File: src/rtl/ppu_shadow_regs.sv
// Double-buffered PPU control-register bank: CPU writes shadow copies, active copies update at vblank.
// Optional saturating abandoned-commit counter enabled by PPU_SHADOW_MISS_CNT_EN.
module ppu_shadow_regs #(
    parameter int unsigned          NUM_REGS  = 4,
    parameter int unsigned          DATA_W    = 32,
    parameter int unsigned          ADDR_W    = 2,
    parameter logic [DATA_W-1:0]    RESET_VAL = '0
) (
    input  logic                         clk,
    input  logic                         rst_n,
    input  logic                         wr_en,
    input  logic [ADDR_W-1:0]            wr_addr,
    input  logic [DATA_W-1:0]            wr_data,
    input  logic [DATA_W/8-1:0]          wr_byteena,
    input  logic                         cpu_wr_busy,
    input  logic                         vblank_start,
    input  logic                         vblank_end_soon,
    output logic [NUM_REGS*DATA_W-1:0]   active_regs,
    output logic                         pending,
    output logic                         commit_done,
    output logic [7:0]                   commit_miss_cnt
);

    localparam int unsigned NUM_BYTES = DATA_W / 8;

    typedef enum logic [1:0] {
        IDLE  = 2'd0,
        DIRTY = 2'd1,
        DEFER = 2'd2
    } state_t;

    state_t              state_q;
    state_t              state_d;
    logic [DATA_W-1:0]   shadow_q [NUM_REGS];
    logic [DATA_W-1:0]   active_q [NUM_REGS];
    logic [NUM_REGS-1:0] hit_c;
    logic                wr_acc_c;
    logic                commit_c;

    // Address decode; indices at or above NUM_REGS never hit.
    always_comb begin
        hit_c = '0;
        for (int unsigned i = 0; i < NUM_REGS; i++) begin
            if (wr_en && (wr_addr == ADDR_W'(i))) begin
                hit_c[i] = 1'b1;
            end
        end
    end

    assign wr_acc_c = (|hit_c) && (|wr_byteena);

    always_ff @(posedge clk or negedge rst_n) begin
        if (!rst_n) begin
            state_q <= IDLE;
        end else begin
            state_q <= state_d;
        end
    end

    // A write on the commit edge keeps the bank dirty so it goes out next frame.
    always_comb begin
        state_d  = state_q;
        commit_c = 1'b0;
        case (state_q)
            IDLE: begin
                if (wr_acc_c) begin
                    state_d = DIRTY;
                end
            end
            DIRTY: begin
                if (vblank_start) begin
                    if (cpu_wr_busy) begin
                        state_d = DEFER;
                    end else begin
                        commit_c = 1'b1;
                        state_d  = wr_acc_c ? DIRTY : IDLE;
                    end
                end
            end
            DEFER: begin
                if (!cpu_wr_busy) begin
                    commit_c = 1'b1;
                    state_d  = wr_acc_c ? DIRTY : IDLE;
                end else if (vblank_end_soon) begin
                    state_d = DIRTY;
                end
            end
            default: begin
                state_d = IDLE;
            end
        endcase
    end

    always_ff @(posedge clk or negedge rst_n) begin
        if (!rst_n) begin
            for (int unsigned i = 0; i < NUM_REGS; i++) begin
                shadow_q[i] <= RESET_VAL;
            end
        end else begin
            for (int unsigned i = 0; i < NUM_REGS; i++) begin
                for (int unsigned b = 0; b < NUM_BYTES; b++) begin
                    if (hit_c[i] && wr_byteena[b]) begin
                        shadow_q[i][b*8 +: 8] <= wr_data[b*8 +: 8];
                    end
                end
            end
        end
    end

    // Atomic load of the whole bank; sees shadow as it was before this edge.
    always_ff @(posedge clk or negedge rst_n) begin
        if (!rst_n) begin
            for (int unsigned i = 0; i < NUM_REGS; i++) begin
                active_q[i] <= RESET_VAL;
            end
        end else if (commit_c) begin
            for (int unsigned i = 0; i < NUM_REGS; i++) begin
                active_q[i] <= shadow_q[i];
            end
        end
    end

    always_ff @(posedge clk or negedge rst_n) begin
        if (!rst_n) begin
            pending     <= 1'b0;
            commit_done <= 1'b0;
        end else begin
            pending     <= (state_d != IDLE);
            commit_done <= commit_c;
        end
    end

    for (genvar g = 0; g < NUM_REGS; g++) begin : g_active
        assign active_regs[g*DATA_W +: DATA_W] = active_q[g];
    end

`ifdef PPU_SHADOW_MISS_CNT_EN
    logic [7:0] miss_q;
    logic       abandon_c;

    assign abandon_c = (state_q == DEFER) && cpu_wr_busy && vblank_end_soon;

    always_ff @(posedge clk or negedge rst_n) begin
        if (!rst_n) begin
            miss_q <= 8'd0;
        end else if (abandon_c && (miss_q != 8'hFF)) begin
            miss_q <= miss_q + 8'd1;
        end
    end

    assign commit_miss_cnt = miss_q;
`else
    assign commit_miss_cnt = 8'd0;
`endif

endmodule

File: config.mk
export PLATFORM = sky130hd
export DESIGN_NAME = ppu_shadow_regs
export DESIGN_NICKNAME = d
export VERILOG_FILES = /design/src/rtl/ppu_shadow_regs.sv
export SDC_FILE = /design/constraint.sdc
export NUM_CORES = 1
export LEC_CHECK = 0
export CORE_UTILIZATION = 48
export DETAILED_ROUTE_END_ITERATION = 7
export PLACE_DENSITY = 0.78
export SETUP_SLACK_MARGIN = 0.1
export SLEW_MARGIN = 0
export SYNTH_ARGS = -nofsm -noshare
export SYNTH_HDL_FRONTEND = slang
export SYNTH_SLANG_ARGS = --single-unit
export TNS_END_PERCENT = 10
File: constraint.sdc
create_clock -name clk -period 5.72 [get_ports clk]
set_input_delay 1.144 -clock clk [delete_from_list [all_inputs] [get_ports clk]]
set_output_delay 1.144 -clock clk [all_outputs]
set_load 0.1 [all_outputs]
==> results of run 1 <==
==> per-stage QoR <==
| stage | instance area, um^2 | hold slack, ns | instances | worst slack [ns] | util, % |
|---|---|---|---|---|---|
| 6_report | 13100 | 0.497 | 1069 | 2.50 | 61.8 |
| 5_1_grt | 13100 | 0.512 | 1069 | 2.44 | 61.8 |
| 4_1_cts | 13100 | 0.499 | 1069 | 2.48 | 61.8 |
| 3_5_place_dp | 12200 | 0.486 | 1023 | 2.01 | 57.7 |
| 3_3_place_gp | 12200 | 0.477 | 1023 | 2.06 | 57.7 |
| 2_1_floorplan | 10400 | 0.464 | 603 | 3.40 | - |
==> final cells by class <==
class                           count  area [um^2]  area share, %
Sequential cell                   260         6510           49.8
Multi-Input combinational cell    308         3560           27.3
Timing Repair Buffer              176         1780           13.7
Clock buffer                       40          795           6.08
Tap cell                          275          344           2.63
Clock inverter                      6         55.1          0.421
Inverter                            4         15.0          0.115
==> metal layers <==
metal | share of wire, % | global-route usage (%) | up-vias
met5 | 0 | 0 | -
met4 | 1.5 | 4.23 | 0
met3 | 4.8 | 3.09 | 28
met2 | 50 | 33.6 | 156
met1 | 44 | 25.8 | 2873
li1 | - | - | 2441
==> flip-flops by register name, summed over array words and instances, names as in the netlist <==
name,count
state_q,2
commit_done,1
pending,1
active_regs,128
shadow_q,128
==> cell families (layout without fill, tap and decap cells) <==
kind of cell / count (synthesis) / count (layout) / share of synthesized area (%)
compound gates: 9 / 9 / 0.577
other cells: 1 / 8 / 0.0360
flops: 260 / 260 / 62.5
buf+inv: 35 / 226 / 3.44
fa+ha+maj: 4 / 4 / 0.481
mux: 256 / 256 / 31.3
simple gates: 31 / 31 / 1.60
==> cells in the final DEF (no fill, tap or decap), types with 2 or more instances in the layout <==
cell	synthesis	final
sky130_fd_sc_hd__clkbuf_8	0	7
sky130_fd_sc_hd__nand2_1	14	14
sky130_fd_sc_hd__and2_1	4	4
sky130_fd_sc_hd__mux2_4	100	100
sky130_fd_sc_hd__o21ai_0	2	2
sky130_fd_sc_hd__clkinv_2	0	5
sky130_fd_sc_hd__conb_1	1	8
sky130_fd_sc_hd__a21oi_1	3	3
sky130_fd_sc_hd__buf_12	10	2
sky130_fd_sc_hd__inv_1	4	4
sky130_fd_sc_hd__mux2_2	154	154
sky130_fd_sc_hd__ha_1	4	4
sky130_fd_sc_hd__nor2_1	2	2
sky130_fd_sc_hd__and3_1	2	2
sky130_fd_sc_hd__dfrtp_1	260	260
sky130_fd_sc_hd__clkdlybuf4s50_1	0	172
sky130_fd_sc_hd__clkbuf_1	4	6
sky130_fd_sc_hd__clkbuf_16	0	27
sky130_fd_sc_hd__mux2_1	2	2
==> how the worst max path moves through the flow <==
stage                                  end  slack [ns]  cells after the start
after detailed placement  active_regs[109]        2.01                      5
after global placement    active_regs[108]        2.06                      5
final                     active_regs[107]        2.50                      5
after floorplan             active_regs[0]        3.40                      5
after CTS                 active_regs[127]        2.48                      1
after global routing      active_regs[110]        2.44                      5
==> worst max-delay path, cell delays in order <==
cell and delay [ns]:
sky130_fd_sc_hd__clkdlybuf4s50_1 0.46, sky130_fd_sc_hd__a21oi_1 0.17, sky130_fd_sc_hd__or3b_4 0.75, sky130_fd_sc_hd__buf_12 0.55, sky130_fd_sc_hd__mux2_2 0.41
==> results.yml, run 1 <==
yosys:
  synth.distinct_cells: 32
  syn_inst: 596
  yosysSeqAreaShare_pct: 62.5
  register_bit_count_reported_by_yosys: 260
  async_flop_share_pct: 100
  synth_top_cell_by_area: "sky130_fd_sc_hd__dfrtp_1"
  post_synth.cell_area_avg_um2: 17.5
  synth_area_leaders: "sky130_fd_sc_hd__dfrtp_1 63%, sky130_fd_sc_hd__mux2_2 17%, sky130_fd_sc_hd__mux2_4 14%, sky130_fd_sc_hd__buf_12 1.9%, sky130_fd_sc_hd__buf_4 0.58%"
  synth_top_cells_by_count: "260 x sky130_fd_sc_hd__dfrtp_1, 154 x sky130_fd_sc_hd__mux2_2, 100 x sky130_fd_sc_hd__mux2_4"
  post_synth_edffs: 0
  number_of_warnings_printed_during_yosys_synthesis: 0
  synth.top_cell.area_share_pct: 62.5
  yosys.cell_count.top_type: "sky130_fd_sc_hd__dfrtp_1"
  synth_flop_cell: "sky130_fd_sc_hd__dfrtp_1"
  synth.cell_area_mm2: 0.0104
timing:
  slew_viol_final: 0
  worst_pin_slew_ns: 1.06
  worst_clock_skew_ns: 0.00621
  grt_setup_unrepaired: "no"
  achievable_freq_mhz: 311
  slew_headroom_pct: 28.8
  final_period_minus_worst_setup_slack_ns: 3.22
  final-hold-violation-count: 0
  setup_viol: 0
  finalCritPeriodShare_pct: 56.2
  fin_setup_tns_ns: 0
grt:
  global_route_overflow: 0
  gr_util_all_layers_pct: 19.4
  grt_first_pass_wirelength_um: 33700
  grt_max_degree: 125
  antenna_violations_before_repair: 0
  grt_pass1_vias: 6050
routing:
  wl_final_um: 20800
  total_number_of_vias: 5498
  route.detailed.wl_per_inst_um: 19.5
  drc_violations_left: 0
  drt_pre_antenna_iters: 4
  postRouteAntennaNets: 0
  detail_route.vias_per_cell: 5.14
  drt_iter0_drc: 201
floorplanning:
  io-pin-count: 182
  core_area_mm2: 0.0212
  die_height_um: 149
  die_x_um: 149
  std_cell_rows: 53
  floorplan.initialDensity_pct: 49.2
  fp.dieArea_mm2: 0.0223
worst_setup_path:
  crit_start: "vblank_start"
  timing.rr.start: "state_q[0]"
  timing.critical_path.required_ns: 6.11
  r2r_slack_ns: 2.87
  critPathLaunchType: "input pin"
  end_kind: "register"
  reg2reg_to: "active_regs[107]"
  crit_path_max_fanout: 85
  cp_data_arrival_time_ns: 3.61
  r2r_cells: 6
  timing_worst_setup_path_type: "input pin to register"
clock_tree:
  ctsHoldBuffers: 0
  post_cts_buffers: 0
  cts.reportedPaths.clkPinSlew_ns: 0.06
  clock_tree_root_buffer_cell: "sky130_fd_sc_hd__clkbuf_16"
  tritoncts: "built"
  tritoncts.num_buffers: 26
  cts_repair_resize_count: 0
  clkSinkCount: 260
  cts_max_level: 1
  clockBufferDepth: 3
  clock_insertion_delay_worst_skew_ns: 0.51
min_path:
  worst_hold_startpoint: "shadow_q[76]"
  whs_path_depth: 1
  min_to: "shadow_q[76]"
  min-delay-path-class: "register to register"
layout:
  layout-drive-gt1-share_pct: 37.9
  finish.net_count: 824
  area_growth_syn_to_layout_pct: 25.6
  layout.filler_cells: 1533
  antenna_cells: 0
placement:
  dp_hpwl_um: 13900
  buffers_on_ports: 173
  gp_congestion: 0.739
run_status:
  run_status: "finished clean"
job:
  max_cap_violations: 0
Power of run 1 is not shown: default switching activity piles up to over one toggle a cycle in this logic, so the estimate is an artifact.
==> run 2, diff against run 1 <==
==> constraint.sdc (replaced) <==
create_clock -name clk -period 3 [get_ports clk]
set_input_delay 0.6 -clock clk [delete_from_list [all_inputs] [get_ports clk]]
set_output_delay 0.6 -clock clk [all_outputs]
set_load 0.1 [all_outputs]
==> run 2 against run 1 <==
Design area is 1.2% lower. Cell count is 1.1% higher. Clock skew is 0.012 ns higher. Clock-buffer cell count fell by 4. Critical path depth increased by 1. Via count up 1.4%. Critical path type is now register to register.
==> results.yml, run 2 (same netlist as run 1, synthesis figures left out) <==
timing:
  fin_setup_tns_ns: 0
  setup_viol: 0
  finalCritPeriodShare_pct: 77.7
  achievable_freq_mhz: 429
  worst_pin_slew_ns: 0.718
  grt_setup_unrepaired: "no"
  slew_headroom_pct: 52.1
  worst_clock_skew_ns: 0.0179
  final_period_minus_worst_setup_slack_ns: 2.33
  final-hold-violation-count: 0
  slew_viol_final: 0
grt:
  grt_max_degree: 91
  global_route_overflow: 0
  grt_pass1_vias: 6071
  antenna_violations_before_repair: 3
  gr_util_all_layers_pct: 19.6
  grt_first_pass_wirelength_um: 33800
worst_setup_path:
  cp_data_arrival_time_ns: 2.72
  crit_family: "simple AND/OR/NAND/NOR gates"
  critPathLaunchType: "register"
  r2r_cells: 6
  worstSetupPathDepth: 6
  end_kind: "register"
  critPathSlowestCell: "sky130_fd_sc_hd__or3b_4"
  crit_path_max_fanout: 44
  max_stage_delay_ns: 0.50
  timing.critical_path.required_ns: 3.39
  crit_path_cell_trace: "inv_1 -> ha_1 -> a21oi_1 -> or3b_4 -> buf_12 -> mux2_2"
  timing_worst_setup_path_type: "register to register"
  worst-path-buf-inv: 2
clock_tree:
  clkSinkCount: 260
  clockBufferDepth: 3
  cts_max_level: 1
  ctsHoldBuffers: 0
  cts.reportedPaths.clkPinSlew_ns: 0.06
  cts_repair_resize_count: 0
  clock_tree_root_buffer_cell: "sky130_fd_sc_hd__clkbuf_16"
  clock_insertion_delay_worst_skew_ns: 0.52
  tritoncts: "built"
  tritoncts.num_buffers: 27
  post_cts_buffers: 0
layout:
  most-common-layout-cells: "260 x sky130_fd_sc_hd__dfrtp_1, 154 x sky130_fd_sc_hd__mux2_2, 135 x sky130_fd_sc_hd__buf_4"
  multi_input_area_mm2: 0.00356
  final_cells: 1081
  most_common_cell_after_layout_fill_and_taps_aside: "sky130_fd_sc_hd__dfrtp_1"
  layout.filler_cells: 1555
  stdcell_area_mm2: 0.0129
  finish.net_count: 832
  layout-drive-gt1-share_pct: 55.2
  area_used_by_sequential_logic_in_the_layout_mm2: 0.00651
  area_growth_syn_to_layout_pct: 24.1
floorplanning:
  die_x_um: 149
  die_height_um: 149
  io-pin-count: 182
  floorplan.initialDensity_pct: 49.2
  std_cell_rows: 53
  core_area_mm2: 0.0212
  fp.dieArea_mm2: 0.0223
routing:
  total_number_of_vias: 5577
  drt_pre_antenna_iters: 4
  drt_iter0_drc: 180
  detail_route.vias_per_cell: 5.16
  drc_violations_left: 0
  route.detailed.wl_per_inst_um: 19.7
  wl_final_um: 21300
  postRouteAntennaNets: 0
placement:
  dp_hpwl_um: 14500
  buffers_on_ports: 173
  gp_congestion: 0.760
  place.detailed.instances: 1030
  postPlaceCellArea_mm2: 0.0120
run_status:
  run_status: "finished clean"
job:
  max_cap_violations: 0
min_path:
  min-delay-path-class: "input pin to asynchronous set/reset pin"
-- run 2: cell types whose count changed in the layout (fill, tap and decap cells not counted), moves of 2 or more --
| cell | change |
|---|---|
| sky130_fd_sc_hd__buf_4 | +134 |
| sky130_fd_sc_hd__clkdlybuf4s50_1 | -130 |
| sky130_fd_sc_hd__buf_12 | +3 |
| sky130_fd_sc_hd__clkbuf_1 | -3 |
| sky130_fd_sc_hd__diode_2 | +3 |
| sky130_fd_sc_hd__bufinv_16 | +2 |
| sky130_fd_sc_hd__clkinv_2 | +2 |
-- run 2: per-stage QoR --
step / hold slack, ns / utilization, % / worst slack [ns]
floorplan: 0.304 / - / 1.16
global placement: 0.479 / 56.6 / 0.421
detailed placement: 0.486 / 56.6 / 0.332
CTS: 0.116 / 61.0 / 0.680
global route: 0.116 / 61.0 / 0.581
finish: 0.0714 / 61.0 / 0.669
-- run 2: per-layer routing --
metal	vias up	wire length [um]	GRT usage, %
met2	146	10800	32.8
li1	2475	-	-
met3	29	973	3.55
met1	2927	9210	26.1
met5	-	0	0
met4	0	306	5.26
-- run 2: area by class of cell --
cell class                 count  share of cell area [%]
sequential                   260                    50.4
inverter                       4                   0.116
timing repair buffer         183                    12.0
clock buffer                  36                    5.96
clock inverter                12                    1.15
tap                          275                    2.67
antenna                        3                  0.0582
multi-input combinational    308                    27.6
-- run 2: final timing paths --
kind | start | end | slack (ns)
max | state_q[0] | active_regs[30] | 0.67
min | rst_n | active_regs[108] | 0.07
max reg2reg | state_q[0] | active_regs[30] | 0.67
min reg2reg | shadow_q[106] | active_regs[10] | 0.50
max in group asynchronous | rst_n | active_regs[91] | 2.05
min in group clk | shadow_q[106] | active_regs[10] | 0.50
-- run 2: worst register-to-register path: stages, from the launching register on --
cell and delay (ns):
sky130_fd_sc_hd__dfrtp_1 0.42, sky130_fd_sc_hd__inv_1 0.10, sky130_fd_sc_hd__ha_1 0.24, sky130_fd_sc_hd__a21oi_1 0.14
sky130_fd_sc_hd__or3b_4 0.50, sky130_fd_sc_hd__buf_12 0.38, sky130_fd_sc_hd__mux2_2 0.43
Power of run 2 is left out for the same reason.
==> run 3, diff against run 2 <==
==> constraint.sdc (replaced) <==
create_clock -name clk -period 2.4 [get_ports clk]
set_input_delay 0.48 -clock clk [delete_from_list [all_inputs] [get_ports clk]]
set_output_delay 0.48 -clock clk [all_outputs]
set_load 0.1 [all_outputs]
==> run 3 against run 2 <==
Fmax up 16%. Register-to-register slack lost 0.29 ns. Core utilization grew 0.96 points.
==> results.yml, run 3 (same netlist as run 1, synthesis figures left out) <==
timing:
  final_period_minus_worst_setup_slack_ns: 2.02
  slew_headroom_pct: 59.7
  finalCritPeriodShare_pct: 84.0
  setup_viol: 0
  fin_setup_tns_ns: 0
  grt_setup_unrepaired: "no"
  slew_viol_final: 0
  worst_pin_slew_ns: 0.604
  final.hold.worst_slack_ns: 0.499
  postLayoutSetupSlackWorst_ns: 0.384
  worst_clock_skew_ns: 0.0112
  achievable_freq_mhz: 496
  final-hold-violation-count: 0
clock_tree:
  cts_max_level: 1
  cts.reportedPaths.clkPinSlew_ns: 0.06
  tritoncts.num_buffers: 27
  ctsHoldBuffers: 1
  clkSinkCount: 260
  cts_repair_resize_count: 0
  clock_insertion_delay_worst_skew_ns: 0.52
  clockBufferDepth: 3
  post_cts_buffers: 0
  tritoncts: "built"
  clock_tree_root_buffer_cell: "sky130_fd_sc_hd__clkbuf_16"
routing:
  wl_met3_um: 1000
  route.met2.wl_um: 10600
  total_number_of_vias: 5536
  drt_pre_antenna_iters: 4
  route.detailed.wl_per_inst_um: 19.7
  wl_final_um: 21300
  detail_route.vias_per_cell: 5.10
  routed.top_layer: "met4"
  postRouteAntennaNets: 0
  drc_violations_left: 0
  met1_length_um: 9380
  drt_iter0_drc: 149
worst_setup_path:
  r2r_cells: 6
  end_kind: "register"
  critPathLaunchType: "register"
  timing.rr.start: "state_q[1]"
  crit_path_max_fanout: 27
  r2r_slack_ns: 0.38
  reg2reg_to: "active_regs[10]"
  cp_data_arrival_time_ns: 2.41
  timing.critical_path.required_ns: 2.80
  timing_worst_setup_path_type: "register to register"
min_path:
  worst_hold_startpoint: "shadow_q[49]"
  whs_path_depth: 1
  min-delay-path-class: "register to register"
  min_to: "active_regs[81]"
run_status:
  run_status: "finished clean"
floorplanning:
  core_area_mm2: 0.0212
  die_x_um: 149
  die_height_um: 149
  floorplan.initialDensity_pct: 49.2
  io-pin-count: 182
  std_cell_rows: 53
  fp.dieArea_mm2: 0.0223
layout:
  most-common-layout-cells: "260 x sky130_fd_sc_hd__dfrtp_1, 154 x sky130_fd_sc_hd__mux2_2, 135 x sky130_fd_sc_hd__buf_4"
  stdcell_area_mm2: 0.0131
  layout.filler_cells: 1541
  most_common_cell_after_layout_fill_and_taps_aside: "sky130_fd_sc_hd__dfrtp_1"
  area_growth_syn_to_layout_pct: 26.0
  layout-drive-gt1-share_pct: 55.4
  antenna_cells: 0
  finish.net_count: 840
placement:
  dp_slack_ns: -0.0555
  postPlaceCellArea_mm2: 0.0121
  gp_congestion: 0.766
  buffers_on_ports: 173
  dp_hpwl_um: 14700
grt:
  gr_util_all_layers_pct: 19.5
  grt_first_pass_wirelength_um: 34000
  grt_max_degree: 74
  global_route_overflow: 0
  antenna_violations_before_repair: 0
  grt_pass1_vias: 6178
job:
  max_cap_violations: 0
==> run 3: changes by cell type in the layout (fill, tap and decap cells not counted), moves of 2 or more <==
cell / change
sky130_fd_sc_hd__clkbuf_8: +2
sky130_fd_sc_hd__buf_12: +7
sky130_fd_sc_hd__clkinv_2: -5
sky130_fd_sc_hd__diode_2: -3
sky130_fd_sc_hd__bufinv_16: +2
==> run 3: critical path: stages (launching register included) <==
cell and delay (ns):
sky130_fd_sc_hd__dfrtp_1 0.41, sky130_fd_sc_hd__inv_1 0.12, sky130_fd_sc_hd__ha_1 0.22, sky130_fd_sc_hd__a21oi_1 0.08
sky130_fd_sc_hd__or3b_4 0.49, sky130_fd_sc_hd__buf_12 0.23, sky130_fd_sc_hd__mux2_4 0.32
==> run 3: layout make-up <==
type	instances	area, um^2	area share, %
inverters	4	15.0	0.115
flip-flops and latches	260	6510	49.6
clock buffers	39	801	6.11
well taps	275	344	2.63
multi-input cells	308	3560	27.2
repair buffers	191	1700	13.0
clock inverters	9	178	1.36
==> run 3: metrics by stage <==
| step | util [%] | cells |
|---|---|---|
| after floorplan | - | 603 |
| after global placement | 57.3 | 1037 |
| after detailed placement | 57.3 | 1037 |
| after CTS | 62.0 | 1086 |
| after global routing | 62.0 | 1086 |
| final | 62.0 | 1086 |
==> run 3: how the worst max path moves through the flow <==
| stage | from | to | slack, ns |
|---|---|---|---|
| 3_3_place_gp | wr_en | shadow_q[96] | -0.04 |
| 6_report | state_q[1] | active_regs[10] | 0.38 |
| 4_1_cts | state_q[1] | active_regs[10] | 0.38 |
| 3_5_place_dp | wr_en | shadow_q[103] | -0.06 |
| 5_1_grt | state_q[1] | active_regs[10] | 0.29 |
| 2_1_floorplan | state_q[1] | active_regs[0] | 0.56 |
==> run 3: layer usage <==
layer | track usage (%) | up-vias
met5 | 0 | -
met4 | 4.80 | 0
met3 | 3.24 | 34
met2 | 32.8 | 152
met1 | 26.3 | 2882
li1 | - | 2468
Power of run 3 is left out for the same reason.
